--- config.mk ---
export PLATFORM = sky130hd
export DESIGN_NAME = mem_port_arbiter_flat
export DESIGN_NICKNAME = d
export VERILOG_FILES = /design/src/rtl/mem_port_arbiter_pkg.sv /design/src/rtl/mem_port_arbiter_if.sv /design/src/rtl/mem_port_arbiter_starve_guard.sv /design/src/rtl/mem_port_arbiter.sv /design/src/flat_wrapper.sv
export SDC_FILE = /design/constraint.sdc
export NUM_CORES = 1
export LEC_CHECK = 0
export CAP_MARGIN = 20
export CORE_ASPECT_RATIO = 0.6
export CORE_UTILIZATION = 34
export DETAILED_ROUTE_END_ITERATION = 10
export PLACE_DENSITY = 0.81
export SKIP_LAST_GASP = 1
export SLEW_MARGIN = 20
export SYNTH_ARGS = -nofsm -noshare
export SYNTH_HDL_FRONTEND = slang
export SYNTH_HIERARCHICAL = 1
export SYNTH_SLANG_ARGS = --single-unit
--- constraint.sdc ---
create_clock -name clock -period 2.4 [get_ports clock]
set_input_delay 0.36 -clock clock [delete_from_list [all_inputs] [get_ports clock]]
set_output_delay 0.36 -clock clock [all_outputs]
set_load 0.05 [all_outputs]
--- src/rtl/mem_port_arbiter_pkg.sv ---
// mem_arb_pkg: shared types and encodings for the memory port arbiter.
//   state_e : arbiter FSM states
//   owner_e : which requester owns the outstanding transaction
//   M_*     : memory function codes (read / write)
//   MT_*    : access size / sign codes
// Optional feature macro used by the arbiter: MEM_ARB_STARVE_GUARD_EN
package mem_arb_pkg;

  typedef enum logic [1:0] {
    IDLE  = 2'd0,
    ISSUE = 2'd1,
    WAIT  = 2'd2
  } state_e;

  typedef enum logic {
    OWN_IMEM = 1'b0,
    OWN_DMEM = 1'b1
  } owner_e;

  localparam logic M_XRD = 1'b0;
  localparam logic M_XWR = 1'b1;

  localparam logic [2:0] MT_B  = 3'd1;
  localparam logic [2:0] MT_H  = 3'd2;
  localparam logic [2:0] MT_W  = 3'd3;
  localparam logic [2:0] MT_BU = 3'd5;
  localparam logic [2:0] MT_HU = 3'd6;
  localparam logic [2:0] MT_WU = 3'd7;

  localparam int STARVE_CNT_W = 4;

endpackage

--- src/rtl/mem_port_arbiter_if.sv ---
// mem_port_arbiter_if: bundles the imem, dmem and memory-side handshakes.
//   modport slave  : the arbiter's view (takes core requests and memory
//                    responses, drives core responses and the memory request)
//   modport master : the surrounding system's view (core ports + memory model)
// Parameters: ADDR_W, DATA_W.
interface mem_port_arbiter_if #(
  parameter int ADDR_W = 32,
  parameter int DATA_W = 32
);
  // core instruction port
  logic              io_imem_req_valid;
  logic [ADDR_W-1:0] io_imem_req_bits_addr;
  logic              io_imem_resp_valid;
  logic [DATA_W-1:0] io_imem_resp_bits_data;
  // core data port
  logic              io_dmem_req_valid;
  logic [ADDR_W-1:0] io_dmem_req_bits_addr;
  logic [DATA_W-1:0] io_dmem_req_bits_data;
  logic              io_dmem_req_bits_fcn;
  logic [2:0]        io_dmem_req_bits_typ;
  logic              io_dmem_resp_valid;
  logic [DATA_W-1:0] io_dmem_resp_bits_data;
  // memory side
  logic              io_mem_req_valid;
  logic              io_mem_req_ready;
  logic [ADDR_W-1:0] io_mem_req_bits_addr;
  logic [DATA_W-1:0] io_mem_req_bits_data;
  logic              io_mem_req_bits_fcn;
  logic [2:0]        io_mem_req_bits_typ;
  logic              io_mem_resp_valid;
  logic [DATA_W-1:0] io_mem_resp_bits_data;

  modport slave (
    input  io_imem_req_valid, io_imem_req_bits_addr,
    output io_imem_resp_valid, io_imem_resp_bits_data,
    input  io_dmem_req_valid, io_dmem_req_bits_addr, io_dmem_req_bits_data,
    input  io_dmem_req_bits_fcn, io_dmem_req_bits_typ,
    output io_dmem_resp_valid, io_dmem_resp_bits_data,
    output io_mem_req_valid, io_mem_req_bits_addr, io_mem_req_bits_data,
    output io_mem_req_bits_fcn, io_mem_req_bits_typ,
    input  io_mem_req_ready, io_mem_resp_valid, io_mem_resp_bits_data
  );

  modport master (
    output io_imem_req_valid, io_imem_req_bits_addr,
    input  io_imem_resp_valid, io_imem_resp_bits_data,
    output io_dmem_req_valid, io_dmem_req_bits_addr, io_dmem_req_bits_data,
    output io_dmem_req_bits_fcn, io_dmem_req_bits_typ,
    input  io_dmem_resp_valid, io_dmem_resp_bits_data,
    input  io_mem_req_valid, io_mem_req_bits_addr, io_mem_req_bits_data,
    input  io_mem_req_bits_fcn, io_mem_req_bits_typ,
    output io_mem_req_ready, io_mem_resp_valid, io_mem_resp_bits_data
  );
endinterface

--- src/rtl/mem_port_arbiter_starve_guard.sv ---
// mem_arb_starve_guard: counts dmem grants won while imem was also waiting
// and raises force_imem once the count reaches STARVE_LIMIT.
//   clock, reset  : clock, async active-high reset
//   grant_imem    : arbiter grants imem this cycle (clears the count)
//   grant_dmem    : arbiter grants dmem this cycle
//   imem_pending  : imem request is valid
//   force_imem    : imem must win the next arbitration
// Only instantiated when MEM_ARB_STARVE_GUARD_EN is defined.
module mem_arb_starve_guard
  import mem_arb_pkg::*;
#(
  parameter int STARVE_LIMIT = 4
) (
  input  logic clock,
  input  logic reset,
  input  logic grant_imem,
  input  logic grant_dmem,
  input  logic imem_pending,
  output logic force_imem
);

  logic [STARVE_CNT_W-1:0] count;

  always_ff @(posedge clock or posedge reset) begin
    if (reset) begin
      count <= '0;
    end else if (grant_imem) begin
      count <= '0;
    end else if (grant_dmem && imem_pending && (count != '1)) begin
      // saturate so an out-of-range limit can never wrap back to zero
      count <= count + 1'b1;
    end
  end

  assign force_imem = (count == STARVE_CNT_W'(STARVE_LIMIT));

endmodule

--- src/rtl/mem_port_arbiter.sv ---
// mem_port_arbiter: shares one single-ported memory between the core's imem
// and dmem ports. One transaction outstanding, dmem has fixed priority.
//   clock : sole clock
//   reset : asynchronous, active-high
//   bus   : mem_port_arbiter_if.slave (imem, dmem and memory handshakes)
// Optional: MEM_ARB_STARVE_GUARD_EN adds a starvation guard that forces an
// imem grant after STARVE_LIMIT dmem grants made while imem was pending.
//
// state | meaning
// IDLE  | no transaction; arbitrate and capture the winner's request
// ISSUE | io_mem_req_valid high with captured bits until io_mem_req_ready
// WAIT  | request accepted; route io_mem_resp_valid to the owner
module mem_port_arbiter
  import mem_arb_pkg::*;
#(
  parameter int ADDR_W       = 32,
  parameter int DATA_W       = 32,
  parameter int STARVE_LIMIT = 4
) (
  input logic              clock,
  input logic              reset,
  mem_port_arbiter_if.slave bus
);

  state_e            state, state_nxt;
  owner_e            owner;
  logic [ADDR_W-1:0] addr_q;
  logic [DATA_W-1:0] data_q;
  logic              fcn_q;
  logic [2:0]        typ_q;

  logic grant_imem, grant_dmem, force_imem, resp_fire;

`ifdef MEM_ARB_STARVE_GUARD_EN
  mem_arb_starve_guard #(
    .STARVE_LIMIT(STARVE_LIMIT)
  ) u_guard (
    .clock       (clock),
    .reset       (reset),
    .grant_imem  (grant_imem),
    .grant_dmem  (grant_dmem),
    .imem_pending(bus.io_imem_req_valid),
    .force_imem  (force_imem)
  );
`else
  logic unused_starve_limit;
  assign unused_starve_limit = ^STARVE_LIMIT;
  assign force_imem          = 1'b0;
`endif

  always_comb begin
    grant_imem = 1'b0;
    grant_dmem = 1'b0;
    if (state == IDLE) begin
      if (bus.io_imem_req_valid && (!bus.io_dmem_req_valid || force_imem)) begin
        grant_imem = 1'b1;
      end else if (bus.io_dmem_req_valid) begin
        grant_dmem = 1'b1;
      end
    end
  end

  always_comb begin
    state_nxt = state;
    case (state)
      IDLE:    if (grant_imem || grant_dmem) state_nxt = ISSUE;
      ISSUE:   if (bus.io_mem_req_ready)     state_nxt = WAIT;
      WAIT:    if (bus.io_mem_resp_valid)    state_nxt = IDLE;
      default: state_nxt = IDLE;
    endcase
  end

  always_ff @(posedge clock or posedge reset) begin
    if (reset) begin
      state  <= IDLE;
      owner  <= OWN_DMEM;
      addr_q <= '0;
      data_q <= '0;
      fcn_q  <= M_XRD;
      typ_q  <= '0;
    end else begin
      state <= state_nxt;
      if (grant_imem) begin
        owner  <= OWN_IMEM;
        addr_q <= bus.io_imem_req_bits_addr;
        data_q <= '0;
        fcn_q  <= M_XRD;
        typ_q  <= MT_WU;
      end else if (grant_dmem) begin
        owner  <= OWN_DMEM;
        addr_q <= bus.io_dmem_req_bits_addr;
        data_q <= bus.io_dmem_req_bits_data;
        fcn_q  <= bus.io_dmem_req_bits_fcn;
        typ_q  <= bus.io_dmem_req_bits_typ;
      end
    end
  end

  // Responses outside WAIT are spurious and dropped.
  assign resp_fire = (state == WAIT) && bus.io_mem_resp_valid;

  always_comb begin
    bus.io_imem_resp_valid     = 1'b0;
    bus.io_imem_resp_bits_data = '0;
    bus.io_dmem_resp_valid     = 1'b0;
    bus.io_dmem_resp_bits_data = '0;
    if (resp_fire) begin
      if (owner == OWN_IMEM) begin
        bus.io_imem_resp_valid     = 1'b1;
        bus.io_imem_resp_bits_data = bus.io_mem_resp_bits_data;
      end else begin
        bus.io_dmem_resp_valid     = 1'b1;
        bus.io_dmem_resp_bits_data = bus.io_mem_resp_bits_data;
      end
    end
  end

  assign bus.io_mem_req_valid     = (state == ISSUE);
  assign bus.io_mem_req_bits_addr = addr_q;
  assign bus.io_mem_req_bits_data = data_q;
  assign bus.io_mem_req_bits_fcn  = fcn_q;
  assign bus.io_mem_req_bits_typ  = typ_q;

endmodule

--- src/flat_wrapper.sv ---
// flat-port wrapper written by rule: the top's interface ports become plain ports
module mem_port_arbiter_flat import mem_arb_pkg::*;
#(
  parameter int ADDR_W       = 32,
  parameter int DATA_W       = 32,
  parameter int STARVE_LIMIT = 4
)
  (clock, reset, bus_io_imem_req_valid, bus_io_imem_req_bits_addr, bus_io_imem_resp_valid, bus_io_imem_resp_bits_data, bus_io_dmem_req_valid, bus_io_dmem_req_bits_addr, bus_io_dmem_req_bits_data, bus_io_dmem_req_bits_fcn, bus_io_dmem_req_bits_typ, bus_io_dmem_resp_valid, bus_io_dmem_resp_bits_data, bus_io_mem_req_valid, bus_io_mem_req_bits_addr, bus_io_mem_req_bits_data, bus_io_mem_req_bits_fcn, bus_io_mem_req_bits_typ, bus_io_mem_req_ready, bus_io_mem_resp_valid, bus_io_mem_resp_bits_data);
  mem_port_arbiter_if #(.ADDR_W(ADDR_W), .DATA_W(DATA_W)) bus_i ();
  input logic clock;
  input logic reset;
  input wire logic [$bits(bus_i.io_imem_req_valid)-1:0] bus_io_imem_req_valid;
  input wire logic [$bits(bus_i.io_imem_req_bits_addr)-1:0] bus_io_imem_req_bits_addr;
  output wire logic [$bits(bus_i.io_imem_resp_valid)-1:0] bus_io_imem_resp_valid;
  output wire logic [$bits(bus_i.io_imem_resp_bits_data)-1:0] bus_io_imem_resp_bits_data;
  input wire logic [$bits(bus_i.io_dmem_req_valid)-1:0] bus_io_dmem_req_valid;
  input wire logic [$bits(bus_i.io_dmem_req_bits_addr)-1:0] bus_io_dmem_req_bits_addr;
  input wire logic [$bits(bus_i.io_dmem_req_bits_data)-1:0] bus_io_dmem_req_bits_data;
  input wire logic [$bits(bus_i.io_dmem_req_bits_fcn)-1:0] bus_io_dmem_req_bits_fcn;
  input wire logic [$bits(bus_i.io_dmem_req_bits_typ)-1:0] bus_io_dmem_req_bits_typ;
  output wire logic [$bits(bus_i.io_dmem_resp_valid)-1:0] bus_io_dmem_resp_valid;
  output wire logic [$bits(bus_i.io_dmem_resp_bits_data)-1:0] bus_io_dmem_resp_bits_data;
  output wire logic [$bits(bus_i.io_mem_req_valid)-1:0] bus_io_mem_req_valid;
  output wire logic [$bits(bus_i.io_mem_req_bits_addr)-1:0] bus_io_mem_req_bits_addr;
  output wire logic [$bits(bus_i.io_mem_req_bits_data)-1:0] bus_io_mem_req_bits_data;
  output wire logic [$bits(bus_i.io_mem_req_bits_fcn)-1:0] bus_io_mem_req_bits_fcn;
  output wire logic [$bits(bus_i.io_mem_req_bits_typ)-1:0] bus_io_mem_req_bits_typ;
  input wire logic [$bits(bus_i.io_mem_req_ready)-1:0] bus_io_mem_req_ready;
  input wire logic [$bits(bus_i.io_mem_resp_valid)-1:0] bus_io_mem_resp_valid;
  input wire logic [$bits(bus_i.io_mem_resp_bits_data)-1:0] bus_io_mem_resp_bits_data;
  assign bus_i.io_imem_req_valid = bus_io_imem_req_valid;
  assign bus_i.io_imem_req_bits_addr = bus_io_imem_req_bits_addr;
  assign bus_io_imem_resp_valid = bus_i.io_imem_resp_valid;
  assign bus_io_imem_resp_bits_data = bus_i.io_imem_resp_bits_data;
  assign bus_i.io_dmem_req_valid = bus_io_dmem_req_valid;
  assign bus_i.io_dmem_req_bits_addr = bus_io_dmem_req_bits_addr;
  assign bus_i.io_dmem_req_bits_data = bus_io_dmem_req_bits_data;
  assign bus_i.io_dmem_req_bits_fcn = bus_io_dmem_req_bits_fcn;
  assign bus_i.io_dmem_req_bits_typ = bus_io_dmem_req_bits_typ;
  assign bus_io_dmem_resp_valid = bus_i.io_dmem_resp_valid;
  assign bus_io_dmem_resp_bits_data = bus_i.io_dmem_resp_bits_data;
  assign bus_io_mem_req_valid = bus_i.io_mem_req_valid;
  assign bus_io_mem_req_bits_addr = bus_i.io_mem_req_bits_addr;
  assign bus_io_mem_req_bits_data = bus_i.io_mem_req_bits_data;
  assign bus_io_mem_req_bits_fcn = bus_i.io_mem_req_bits_fcn;
  assign bus_io_mem_req_bits_typ = bus_i.io_mem_req_bits_typ;
  assign bus_i.io_mem_req_ready = bus_io_mem_req_ready;
  assign bus_i.io_mem_resp_valid = bus_io_mem_resp_valid;
  assign bus_i.io_mem_resp_bits_data = bus_io_mem_resp_bits_data;
  mem_port_arbiter #(.ADDR_W(ADDR_W), .DATA_W(DATA_W), .STARVE_LIMIT(STARVE_LIMIT)) u_core (.clock(clock), .reset(reset), .bus(bus_i));
endmodule
### Word-level counts from Yosys, hierarchy flattened

Cells that the tools add are included.

* bits of input ports: 138
* memory bits (read-only): 0
* memories kept: 0
* logic and storage cells: 45
* RAM bits: 0
* output and inout bits: 135
* bits in registers: 71
* latch bits: 0

* reduce and logical (&&, ||, !) cells: 7
* order comparisons: 0
* equal/unequal tests: 5
* divide/modulo/power cells: 0
* $add $sub $neg: 0
* shifts and indexed selects: 0
* bitwise gates (word level): 0
* muxes and demuxes: 27
* multipliers: 0

Operators with widths (count)
* two-way mux 32 bit: 8
* two-way mux 1 bit: 13
* two-way mux 2 bit: 3
* two-way mux 3 bit: 2
* one-hot mux 2 bit (3 select lines): 1
* != test 2 bit, second input constant: 2
* AND reduction 3 bit: 1
* equality test 2 x 1 -> 1 bit, second input constant: 1
* equality test 2 bit, second input constant: 1
* logical AND 1 bit: 2
* zero test 2 bit: 1
* != test 2 x 1 -> 1 bit, second input constant: 1
* nonzero test 2 bit: 1
* zero test 1 bit: 1
* logical OR 1 bit: 1

### Longest topological paths before layout

Gate-level depths: netlist of the first run.

* depth after elaboration: 7
* gate-level depth with buffers: 6
* mapped depth without buffers: 3

### Least setup slack after synthesis of the first run

Ideal clock, no wire load.

* path type: register to output
* start point: register u_core.state[1]
* end point: output port bus_io_dmem_resp_bits_data[22]
* arrival time: 1.628 ns
* slack: 0.412 ns
* path buffers: 1
* stages on the path, launching flop included: 5
* data required time: 2.040 ns
* cell sequence: dfrtp_1 nand2_1 nor3b_2 buf_2 and2_1

* longest elaborated chain between the ends: 3

Ends and longest elaborated chain
* start: declaration: RTL line mem_port_arbiter.sv:25 `state_e state, state_nxt;`
* start signal: assignment: RTL line mem_port_arbiter.sv:82 `state <= state_nxt;`
* equality test 2 bit: RTL line mem_port_arbiter.sv:100 `assign resp_fire = (state == WAIT) && bus.io_mem_resp_valid;`
* logical AND 1 bit: RTL line mem_port_arbiter.sv:100
* two-way mux 32 bit: RTL line mem_port_arbiter.sv:107 `if (resp_fire) begin`
* end: declaration: RTL line flat_wrapper.sv:22 `output wire logic [$bits(bus_i.io_dmem_resp_bits_data)-1:0] bus_io_dmem_resp_bits_data;`

Every way passes these cells.

### Worst setup path after layout of the first run

* start point: register u_core.state[1]
* end point: output port bus_io_mem_req_valid

* longest elaborated chain between the ends: 1

Ends and longest elaborated chain
* equality test 2 x 1 -> 1 bit: RTL line mem_port_arbiter.sv:118 `assign bus.io_mem_req_valid = (state == ISSUE);`
* end: declaration: RTL line flat_wrapper.sv:23 `output wire logic [$bits(bus_i.io_mem_req_valid)-1:0] bus_io_mem_req_valid;`

Every way passes these cells.

==> results of run 1 <==
==> stage by stage <==
stage	cells	hold slack (ns)	area (um^2)	total power, mW
after floorplan	344	0.459	3560	5.63
after global placement	733	0.475	7080	7.56
after detailed placement	733	0.481	7080	7.70
after CTS	749	0.445	7360	8.99
after global routing	749	0.483	7360	9.36
final	749	0.448	7360	8.95
==> worst paths after layout <==
kind	from	end	slack, ns	depth (start not counted)
max	u_core/state[1]	bus_io_mem_req_valid	0.17	2
min	bus_io_imem_req_valid	u_core/bus.io_mem_req_bits_addr[29]	0.45	3
max reg2reg	u_core/state[0]	u_core/bus.io_mem_req_bits_addr[17]	0.73	5
min reg2reg	u_core/bus.io_mem_req_bits_typ[1]	u_core/bus.io_mem_req_bits_typ[1]	0.49	1
max in group asynchronous	reset	u_core/owner	1.60	3
min in group asynchronous	reset	u_core/bus.io_mem_req_bits_data[4]	0.46	3
==> power breakdown <==
group / internal, mW / leakage (nW) / switching [mW]
sequential: 1.76 / 0.874 / 0.386
combinational: 2.09 / 1.99 / 3.45
clock: 0.721 / 0.139 / 0.543
total: 4.58 / 3.01 / 4.38
==> routing by layer <==
metal | vias up | global-route usage | part of all wire
li1 | 1780 | - | -
met3 | 14 | 0.0512 | 0.063
met5 | - | 0 | 0
met4 | 0 | 0.0607 | 0.011
met1 | 1876 | 0.324 | 0.41
met2 | 170 | 0.430 | 0.51
==> state kept, by name, summed over array words and instances, names as in the netlist <==
signal	count
u_core/bus.io_mem_req_bits_fcn	1
u_core/state	2
u_core/bus.io_mem_req_bits_data	32
u_core/bus.io_mem_req_bits_addr	32
u_core/owner	1
u_core/bus.io_mem_req_bits_typ	3
==> tightest hold or removal path, cell delays in order <==
cell     delay [ns]
buf_2          0.16
a31oi_1        0.15
o21ai_1        0.06
==> Yosys cell counts <==
| library cell | count | area share |
|---|---|---|
| o21ai_1 | 8 | 0.011 |
| o21ai_2 | 1 | 0.0025 |
| o21ai_0 | 21 | 0.029 |
| buf_2 | 20 | 0.028 |
| a22o_1 | 33 | 0.081 |
| nand2_1 | 4 | 0.0042 |
| buf_4 | 1 | 0.0021 |
| nor3b_2 | 1 | 0.0035 |
| a22oi_1 | 32 | 0.067 |
| dfrtp_1 | 70 | 0.49 |
| inv_1 | 1 | 0.0011 |
| or2_1 | 1 | 0.0018 |
| nor2b_1 | 30 | 0.053 |
| clkbuf_1 | 9 | 0.0095 |
| nor2_1 | 3 | 0.0032 |
| buf_6 | 3 | 0.0095 |
| nor3b_4 | 1 | 0.0053 |
| a211oi_1 | 1 | 0.0021 |
| dfstp_2 | 1 | 0.0074 |
| nor3_2 | 1 | 0.0028 |
| a31oi_1 | 28 | 0.049 |
| o2bb2ai_1 | 4 | 0.0098 |
| nand2b_1 | 1 | 0.0018 |
| and2_1 | 64 | 0.11 |
| nor3_1 | 1 | 0.0014 |
| a21o_1 | 1 | 0.0021 |
| o22a_1 | 3 | 0.0074 |
==> layout make-up <==
cell class	instances	area [um^2]	share of cell area
Inverter	1	3.75	0.000510
Multi-Input combinational cell	239	1610	0.219
Tap cell	135	169	0.0229
Clock buffer	9	225	0.0306
Clock inverter	7	62.6	0.00849
Sequential cell	71	1780	0.241
Timing Repair Buffer	287	3520	0.477
==> cell families (layout without fill, tap and decap cells) <==
family / Yosys count / in the layout
and+or+nand+nor: 107 / 107
DFF: 71 / 71
buffers and inverters: 34 / 304
AOI/OAI and AO/OA: 132 / 132
==> flow_metrics.env, run 1 <==
export IMPL_yosys_warnings=6
export IMPL_gp_congestion=0.832
export IMPL_crit_family="buffers and inverters"
export IMPL_synth_seq_cells=71
export IMPL_arrival_ns=1.87
export IMPL_crit_required_ns=2.04
export IMPL_crit_buf_inv=1
export IMPL_final_hold_viol_count=0
export IMPL_overflow=0
export IMPL_drt_vias_per_instance=5.13
export IMPL_crit_fanout=7
export IMPL_crit_path_max_incr_delay_ns=0.86
export IMPL_startpoint_type="flop"
export IMPL_dp_hpwl_um=11100
export IMPL_ys_seq_area_frac=0.499
export IMPL_wl_per_cell_um=19.0
export IMPL_ir_worst_vdd_v=0.000766
export IMPL_slew_headroom=0.633
export IMPL_fin_ws_ns=0.174
export IMPL_setup_viol=0
export IMPL_die_w_um=134
export IMPL_io_buffers=272
export IMPL_track_usage=0.249
export IMPL_clock_latency_ns=0.33
export IMPL_dieHeight_um=81.3
export IMPL_drtPass1Iterations=4
export IMPL_rsz0062_at_grt="no"
export IMPL_fin_util=0.735
export IMPL_slew_violations=0
export IMPL_maxCapViolations=0
export IMPL_postCtsSetupRepairBufs=0
export IMPL_core_um2=10000
export IMPL_fin_setup_tns_ns=0
export IMPL_grt_max_degree=72
export IMPL_place_ws_ns=0.290
export IMPL_crit_chain="nor2b_1 > clkdlybuf4s50_1"
export IMPL_syn_area_per_cell_um2=10.4
export IMPL_fmax_mhz=449
export IMPL_nFillCells=718
export IMPL_cts_tree="yes"
export IMPL_mostFrequentLayoutCells="205 x clkdlybuf4s50_1, 70 x dfrtp_1, 68 x buf_12, 64 x and2_1, 33 x a22o_1"
export IMPL_p_per_area_nw_per_um2=1220
export IMPL_cpMaxStageDelayCell="clkdlybuf4s50_1"
export IMPL_grt_pass1_wl_um=20900
export IMPL_clk_pin_slew_worst_paths_ns=0.06
export IMPL_start_util=0.356
export IMPL_leakagePower_nw=3.01
export IMPL_synth_nets=482
export IMPL_min_path_type="in -> reg"
export IMPL_cts_buffers=9
export IMPL_ys_types=27
export IMPL_final_common_cell="clkdlybuf4s50_1"
export IMPL_wirelength_um=14200
export IMPL_clock_path_buffers=2
export IMPL_ant_nets=0
export IMPL_num_io_pins=273
export IMPL_min_period_ns=2.23
export IMPL_drtIter0Drc=205
export IMPL_dieArea_um2=10900
export IMPL_synthXorXnorAreaFrac=0
export IMPL_htree_levels=3
export IMPL_synthAdderAreaFrac=0
export IMPL_area_growth_pct=107
export IMPL_synthSimpleGateAreaFrac=0.189
export IMPL_syn_inst=344
export IMPL_tightestPinTransition_ns=0.549
export IMPL_cts_resized_gates=0
export IMPL_synth_top_family_by_area="compound AO/OA/AOI/OAI gates"
export IMPL_root_buffer="clkbuf_16"
export IMPL_run_status="complete, no violations"
export IMPL_ctsHoldBuffers=0
export IMPL_synth_compound_area_share=0.262
export IMPL_num_rows=28
export IMPL_drive_above_1_share=0.171
export IMPL_grt_pass1_vias=3867
export IMPL_diodes=0
export IMPL_end_kind="output port"
export IMPL_crit_type="reg -> out"
export IMPL_netlist_area_um2=3560
export IMPL_post_route_period_util=0.927
export IMPL_fin_skew_ns=0.00665
export IMPL_fin_nets=747
export IMPL_antenna_found_initial=0
export IMPL_cts_sinks=71
export IMPL_vias=3840
export IMPL_drt_drc_violations_left=0
export IMPL_synthMuxAreaShare=0
No activity file was read; power rests on OpenSTA's default activity.
==> run 2: changes to the inputs <==
Settings changed: CAP_MARGIN 20 to unset, CTS_CLUSTER_SIZE set to 10.
==> results of run 2 <==
The final DEF is identical to that of run 1; final timing and power are the same.
==> run 3: changes to the inputs <==
Settings changed: ABC_CLOCK_PERIOD_IN_PS set to 2400.
==> results of run 3 <==
The final DEF is identical to that of run 1; final timing and power are the same.
